[config.mk]
export PLATFORM = sky130hd
export DESIGN_NAME = xentry_dcache
export DESIGN_NICKNAME = d
export VERILOG_FILES = /design/src/rtl/xentry_dcache.sv
export SDC_FILE = /design/constraint.sdc
export NUM_CORES = 2
export LEC_CHECK = 0
export ABC_AREA = 0
export ABC_CLOCK_PERIOD_IN_PS = 8300
export BUFFER_PORTS_ARGS = -buffer_cell sky130_fd_sc_hd__buf_2
export CELL_PAD_IN_SITES_DETAIL_PLACEMENT = 1
export CELL_PAD_IN_SITES_GLOBAL_PLACEMENT = 2
export CORE_ASPECT_RATIO = 0.6
export CORE_MARGIN = 5
export CORE_UTILIZATION = 35
export CTS_CLUSTER_DIAMETER = 120
export CTS_CLUSTER_SIZE = 20
export DETAILED_ROUTE_END_ITERATION = 8
export PLACE_DENSITY = 0.68
export SYNTH_ARGS = -nofsm -noshare
export SYNTH_HDL_FRONTEND = slang
export SYNTH_SLANG_ARGS = --single-unit
export TNS_END_PERCENT = 5
[constraint.sdc]
create_clock -name clk -period 8.3 [get_ports clk]
set_input_delay 2.49 -clock clk [delete_from_list [all_inputs] [get_ports clk]]
set_output_delay 2.49 -clock clk [all_outputs]
set_load 0.005 [all_outputs]
[src/rtl/xentry_dcache.sv]
// Direct-mapped, write-back, write-allocate L1 data cache with a one-word-per-transfer L2 port.

package xentry_pkg;
    typedef enum logic {
        LOAD  = 1'b0,
        STORE = 1'b1
    } memory_operation_e;

    typedef enum logic [1:0] {
        BYTE = 2'd0,
        HALF = 2'd1,
        WORD = 2'd2
    } memory_operation_size_e;
endpackage

module xentry_dcache
    import xentry_pkg::*;
#(
    parameter int unsigned LINE_SIZE  = 16,
    parameter int unsigned CACHE_SIZE = 256,
    parameter int unsigned XLEN       = 32
) (
    input  logic                   clk,
    input  logic                   reset,
    input  logic [XLEN-1:0]        pipe_req_address,
    input  memory_operation_size_e pipe_req_size,
    input  memory_operation_e      pipe_req_type,
    input  logic                   pipe_req_valid,
    input  logic [XLEN-1:0]        pipe_word_to_store,
    output logic [XLEN-1:0]        pipe_fetched_word,
    output logic                   pipe_fetched_word_valid,
    output logic [XLEN-1:0]        l2_req_address,
    output memory_operation_e      l2_req_type,
    output logic                   l2_req_valid,
    output logic [XLEN-1:0]        l2_word_to_store,
    input  logic [XLEN-1:0]        l2_fetched_word,
    input  logic                   l2_fetched_word_valid
);

    localparam int unsigned WPL    = LINE_SIZE / 4;
    localparam int unsigned NLINES = CACHE_SIZE / LINE_SIZE;
    localparam int unsigned OFF_W  = $clog2(LINE_SIZE);
    localparam int unsigned IDX_W  = $clog2(NLINES);
    localparam int unsigned TAG_W  = XLEN - OFF_W - IDX_W;
    localparam int unsigned CNT_W  = (WPL > 1) ? $clog2(WPL) : 1;

    typedef enum logic [1:0] {
        IDLE      = 2'd0,
        WRITEBACK = 2'd1,
        FILL      = 2'd2
    } state_e;

    // Controller state
    state_e             state_q;
    logic [CNT_W-1:0]   cnt_q;
    logic [IDX_W-1:0]   miss_index_q;
    logic [TAG_W-1:0]   miss_tag_q;
    logic [NLINES-1:0]  valid_q;
    logic [NLINES-1:0]  dirty_q;

    // Storage arrays (not reset; guarded by valid_q)
    logic [TAG_W-1:0]   tag_q  [NLINES];
    logic [XLEN-1:0]    data_q [NLINES][WPL];

    // Request decode
    logic [IDX_W-1:0]   req_index;
    logic [TAG_W-1:0]   req_tag;
    logic [CNT_W-1:0]   req_wsel;
    logic [1:0]         load_lane;
    logic               line_hit;
    logic               hit;
    logic               store_hit;
    logic               victim_dirty;
    logic [XLEN-1:0]    hit_word;
    logic [XLEN-1:0]    shifted_word;
    logic [XLEN-1:0]    store_rep;
    logic [3:0]         store_be;
    logic [XLEN-1:0]    merged_word;
    logic               fill_last;
    logic               cnt_last;

    // Line base address builder for L2 transfers
    function automatic logic [XLEN-1:0] line_addr(input logic [TAG_W-1:0] t,
                                                  input logic [IDX_W-1:0] i,
                                                  input logic [CNT_W-1:0] w);
        return (XLEN'(t) << (OFF_W + IDX_W)) | (XLEN'(i) << OFF_W) | (XLEN'(w) << 2);
    endfunction

    assign req_index = pipe_req_address[OFF_W +: IDX_W];
    assign req_tag   = pipe_req_address[XLEN-1 -: TAG_W];
    assign req_wsel  = CNT_W'(pipe_req_address >> 2) & CNT_W'(WPL - 1);
    assign cnt_last  = (cnt_q == CNT_W'(WPL - 1));
    assign fill_last = (state_q == FILL) && l2_fetched_word_valid && cnt_last;

    // Lookup, load alignment and store byte merge
    always_comb begin
        line_hit     = valid_q[req_index] && (tag_q[req_index] == req_tag);
        hit          = (state_q == IDLE) && pipe_req_valid && line_hit;
        store_hit    = hit && (pipe_req_type == STORE);
        victim_dirty = valid_q[req_index] && dirty_q[req_index];
        hit_word     = data_q[req_index][req_wsel];

        load_lane = 2'b00;
        case (pipe_req_size)
            BYTE:    load_lane = pipe_req_address[1:0];
            HALF:    load_lane = {pipe_req_address[1], 1'b0};
            default: load_lane = 2'b00;
        endcase
        shifted_word = hit_word >> {load_lane, 3'b000};

        pipe_fetched_word       = '0;
        pipe_fetched_word_valid = hit;
        if (hit) begin
            case (pipe_req_size)
                BYTE:    pipe_fetched_word = XLEN'(shifted_word[7:0]);
                HALF:    pipe_fetched_word = XLEN'(shifted_word[15:0]);
                default: pipe_fetched_word = shifted_word;
            endcase
        end

        store_be  = 4'b1111;
        store_rep = pipe_word_to_store;
        case (pipe_req_size)
            BYTE: begin
                store_be  = 4'b0001 << pipe_req_address[1:0];
                store_rep = XLEN'({4{pipe_word_to_store[7:0]}});
            end
            HALF: begin
                store_be  = pipe_req_address[1] ? 4'b1100 : 4'b0011;
                store_rep = XLEN'({2{pipe_word_to_store[15:0]}});
            end
            default: begin
                store_be  = 4'b1111;
                store_rep = pipe_word_to_store;
            end
        endcase

        merged_word = hit_word;
        for (int b = 0; b < 4; b++) begin
            if (store_be[b]) begin
                merged_word[8*b +: 8] = store_rep[8*b +: 8];
            end
        end
    end

    // L2 request drive, decoded from the controller state
    always_comb begin
        l2_req_valid     = 1'b0;
        l2_req_type      = LOAD;
        l2_req_address   = '0;
        l2_word_to_store = '0;
        case (state_q)
            WRITEBACK: begin
                l2_req_valid     = 1'b1;
                l2_req_type      = STORE;
                l2_req_address   = line_addr(tag_q[miss_index_q], miss_index_q, cnt_q);
                l2_word_to_store = data_q[miss_index_q][cnt_q];
            end
            FILL: begin
                l2_req_valid   = 1'b1;
                l2_req_type    = LOAD;
                l2_req_address = line_addr(miss_tag_q, miss_index_q, cnt_q);
            end
            default: begin
                l2_req_valid = 1'b0;
            end
        endcase
    end

    // Miss sequencer plus valid/dirty bookkeeping
    always_ff @(posedge clk or negedge reset) begin
        if (!reset) begin
            state_q      <= IDLE;
            cnt_q        <= '0;
            miss_index_q <= '0;
            miss_tag_q   <= '0;
            valid_q      <= '0;
            dirty_q      <= '0;
        end else begin
            case (state_q)
                IDLE: begin
                    if (store_hit) begin
                        dirty_q[req_index] <= 1'b1;
                    end
                    if (pipe_req_valid && !line_hit) begin
                        miss_index_q <= req_index;
                        miss_tag_q   <= req_tag;
                        cnt_q        <= '0;
                        state_q      <= victim_dirty ? WRITEBACK : FILL;
                    end
                end
                WRITEBACK: begin
                    if (cnt_last) begin
                        dirty_q[miss_index_q] <= 1'b0;
                        cnt_q                 <= '0;
                        state_q               <= FILL;
                    end else begin
                        cnt_q <= cnt_q + CNT_W'(1);
                    end
                end
                FILL: begin
                    if (l2_fetched_word_valid) begin
                        if (cnt_last) begin
                            valid_q[miss_index_q] <= 1'b1;
                            dirty_q[miss_index_q] <= 1'b0;
                            cnt_q                 <= '0;
                            state_q               <= IDLE;
                        end else begin
                            cnt_q <= cnt_q + CNT_W'(1);
                        end
                    end
                end
                default: begin
                    state_q <= IDLE;
                end
            endcase
        end
    end

    // Data and tag array writes: store hits and incoming fill words
    always_ff @(posedge clk) begin
        if (store_hit) begin
            data_q[req_index][req_wsel] <= merged_word;
        end
        if ((state_q == FILL) && l2_fetched_word_valid) begin
            data_q[miss_index_q][cnt_q] <= l2_fetched_word;
        end
        if (fill_last) begin
            tag_q[miss_index_q] <= miss_tag_q;
        end
    end

endmodule

==> impl_metrics.yaml <==
sta:
  slew_headroom_pct: 7.92
  setup_viol: 10
  finalCritPeriodShare_pct: 101
  finalClockSkew_ns: 0.0982
  hold_viol: 0
  grt_setup_unrepaired: "true"
  slew_violations: 0
  final.setup.worst_slack_ns: -0.0664
  period_needed_ns: 8.37
  max_freq_mhz: 120
  worst_slew_pin_slew_ns: 1.38
cts:
  clk_latency_ns: 0.89
  cts_tree: "done"
  hold_buffers: 0
  cts_sinks: 2496
  clkTransAtPathRegs_ns: 0.09
  clockBufferDepth: 4
  cts_buffers: 151
  cts_htree_levels: 4
  cts.root.buffer_cell: "clkbuf_16"
min_path:
  hp-class: "flip-flop to flip-flop"
yosys:
  yosys.area_share.simple_pct: 1.64
  synth_top_cell_by_area: "edfxtp_1"
  yosysWarnings: 0
  yosysMostFrequentCell: "edfxtp_1"
  synth_area_um2: 117000
  synthTopCellsByCount: "2432 x edfxtp_1, 1542 x mux4_2, 228 x clkbuf_1"
  synthAdderAreaFrac_pct: 0.0855
  yosys_most_used_dff: "edfxtp_1"
  muxShareOfSynthArea_pct: 31.2
  synth_top_area_share_pct: 62.4
  synthTopCellsByArea: "edfxtp_1 62%, mux4_2 30%, dfrtp_1 1.4%, mux2i_1 0.98%, clkbuf_1 0.73%"
  ys_seq_area_share_pct: 63.8
  synth_compound_area_share_pct: 1.52
  synthArstFlopShare_pct: 2.56
  synth_top_family_by_area: "multiplexers"
  yosysUniqueCellTypes: 69
  synth_xor_area_share_pct: 0.195
  synth_edf_count: 2432
  syn_avg_cell_area_um2: 21.9
  synth_cells: 5333
  ys_seq_elements: 2496
floorplanning:
  core_um2: 333000
  die_height_um: 458
  die_area_um2: 346000
  start_util_pct: 35.2
  std_cell_rows: 164
  ios: 202
  die_w_um: 757
placed_design:
  place_congestion: 0.849
  io_buffers: 199
  dpl.hpwl_um: 252000
  dp_cells: 10100
  preCtsSetupSlack_ns: -0.512
pwr:
  pwr-share-comb_pct: 33.6
  ir_drop_v: 0.000251
  powerDensity_nw_per_um2: 270
  swShare_pct: 32.3
  p_seq_share_pct: 45.1
  power_leakage_uw: 0.0414
  internal_power_uw: 24500
  p_clk_share_pct: 21.3
  netSwitchingPower_uw: 11700
global_routing:
  grt_pass1_vias: 66200
  grt_max_degree: 106
  grt_remaining_overflow: 0
  antenna_found_initial: 36
  grt_pass1_wl_um: 570000
  grt_usage_pct: 23.6
routing:
  vias: 66500
  wl_per_cell_um: 40.5
  drc: 0
  drtIter0Drc: 10100
  ant_nets: 0
  dr.pass1.iters: 5
  drt-total-wl_um: 418000
  viasPerCell: 6.44
final_layout:
  fillCellCount: 31300
  final_nets: 5919
  layout.cells.non_filler: 10300
  multi_input_area_um2: 42000
  layout.area.seq_um2: 74700
  area_growth_syn_to_layout_pct: 14.3
  final_layout_size_suffix_gt1_share_pct: 46.2
job:
  cap_violations: 0
setup_path:
  cp_max_fo: 8
  cp-start-kind: "input port"
  path_class: "input port to output port"
  crit_required_ns: 5.81
  end_kind: "output port"
  cp_data_arrival_time_ns: 5.88
run_status:
  failed_checks: "setup timing"
  status: "finished with violations"
[power groups by stage]
stage | Sequential [µW] | Combinational [µW] | Clock, µW
5_1_grt | 16400 | 12700 | 8350
6_report | 16300 | 12200 | 7690
3_3_place_gp | 16500 | 12000 | 0
2_1_floorplan | 16300 | 7830 | 0
3_5_place_dp | 16600 | 12100 | 0
4_1_cts | 16300 | 12200 | 7830
[final cells by class]
cell class / instances / area share, %
well taps: 4482 / 4.19
inverters: 14 / 0.0533
clock inverters: 6 / 0.0720
clock buffers: 180 / 2.97
repair buffers: 751 / 5.46
flip-flops and latches: 2496 / 55.8
multi-input cells: 2394 / 31.4
diodes: 12 / 0.0225
[final timing paths]
| kind | depth (start not counted) | slack (ns) | from | end |
|---|---|---|---|---|
| max | 14 | -0.07 | pipe_req_address[4] | pipe_fetched_word[6] |
| min | 1 | 0.47 | valid_q[0] | valid_q[0] |
| max reg2reg | 9 | 3.18 | cnt_q[1] | data_q[10][93] |
| min reg2reg | 1 | 0.47 | valid_q[0] | valid_q[0] |
| max in group asynchronous | 2 | 5.47 | reset | miss_index_q[2] |
| min in group asynchronous | 1 | 1.49 | reset | miss_tag_q[3] |
[cells in the final DEF, fill, tap and decap left out, types with 15 or more instances in the layout]
| master | n |
|---|---|
| a22oi_1 | 34 |
| a21oi_1 | 26 |
| mux2_2 | 44 |
| and2_1 | 46 |
| buf_16 | 20 |
| edfxtp_1 | 2432 |
| nor2b_1 | 35 |
| or2_2 | 17 |
| mux4_2 | 1542 |
| nand2_1 | 100 |
| o21ai_4 | 32 |
| buf_2 | 192 |
| xor2_1 | 15 |
| buf_12 | 123 |
| nand4_1 | 16 |
| nor2_1 | 38 |
| dfrtp_1 | 59 |
| and3_1 | 18 |
| mux2i_1 | 103 |
| buf_4 | 395 |
| clkbuf_16 | 160 |
| o21ai_0 | 45 |
| clkbuf_1 | 25 |
| a21oi_4 | 64 |
[logic make-up (layout without fill, tap and decap cells)]
group	after synthesis	after routing
other	1	14
xor gates and xnor gates	26	26
buffers and inverters	444	951
adders and majority gates	8	8
muxes	1709	1709
and+or+nand+nor	368	368
AOI/OAI and AO/OA	281	281
DFF	2496	2496
[repair_timing]
action	in CTS	in global routing
pin swaps	6	10
buffers inserted	29	26
gates cloned	5	5
setup endpoints to repair	33	33
resized for setup	53	51
[sequential cells by signal (all words and copies together), names as in the netlist]
register and flops:
tag_q 384, miss_tag_q 24, valid_q 16, data_q 2048
dirty_q 16, state_q 2, miss_index_q 4, cnt_q 2
[per-stage QoR]
step	util, %	power (µW)	hold slack (ns)	area [µm²]	setup TNS (ns)
2_1_floorplan	-	24200	0.434	117000	0
3_3_place_gp	38.6	28500	0.446	128000	-9.71
3_5_place_dp	38.6	28700	0.452	128000	-10.54
4_1_cts	40.0	36300	0.474	133000	-0.0560
5_1_grt	40.2	37400	0.490	134000	-1.62
6_report	40.2	36100	0.472	134000	-0.331
[metal layers]
layer / wire length [µm] / track usage [%]
met4: 11000 / 5.60
met1: 176000 / 35.5
met3: 48900 / 6.40
met2: 183000 / 34.1
met5: 155 / 0
[critical path, stage by stage]
cell and delay, ns:
buf_16 0.12, buf_16 0.14, buf_4 0.13, buf_16 0.17, buf_16 0.19, buf_12 0.13, buf_16 0.14, mux4_2 0.51
mux4_2 0.51, mux4_2 0.59, mux2i_1 0.20, buf_4 0.18, a211oi_2 0.07, buf_2 0.20
Note: power is estimated with default switching activity, not from simulation.
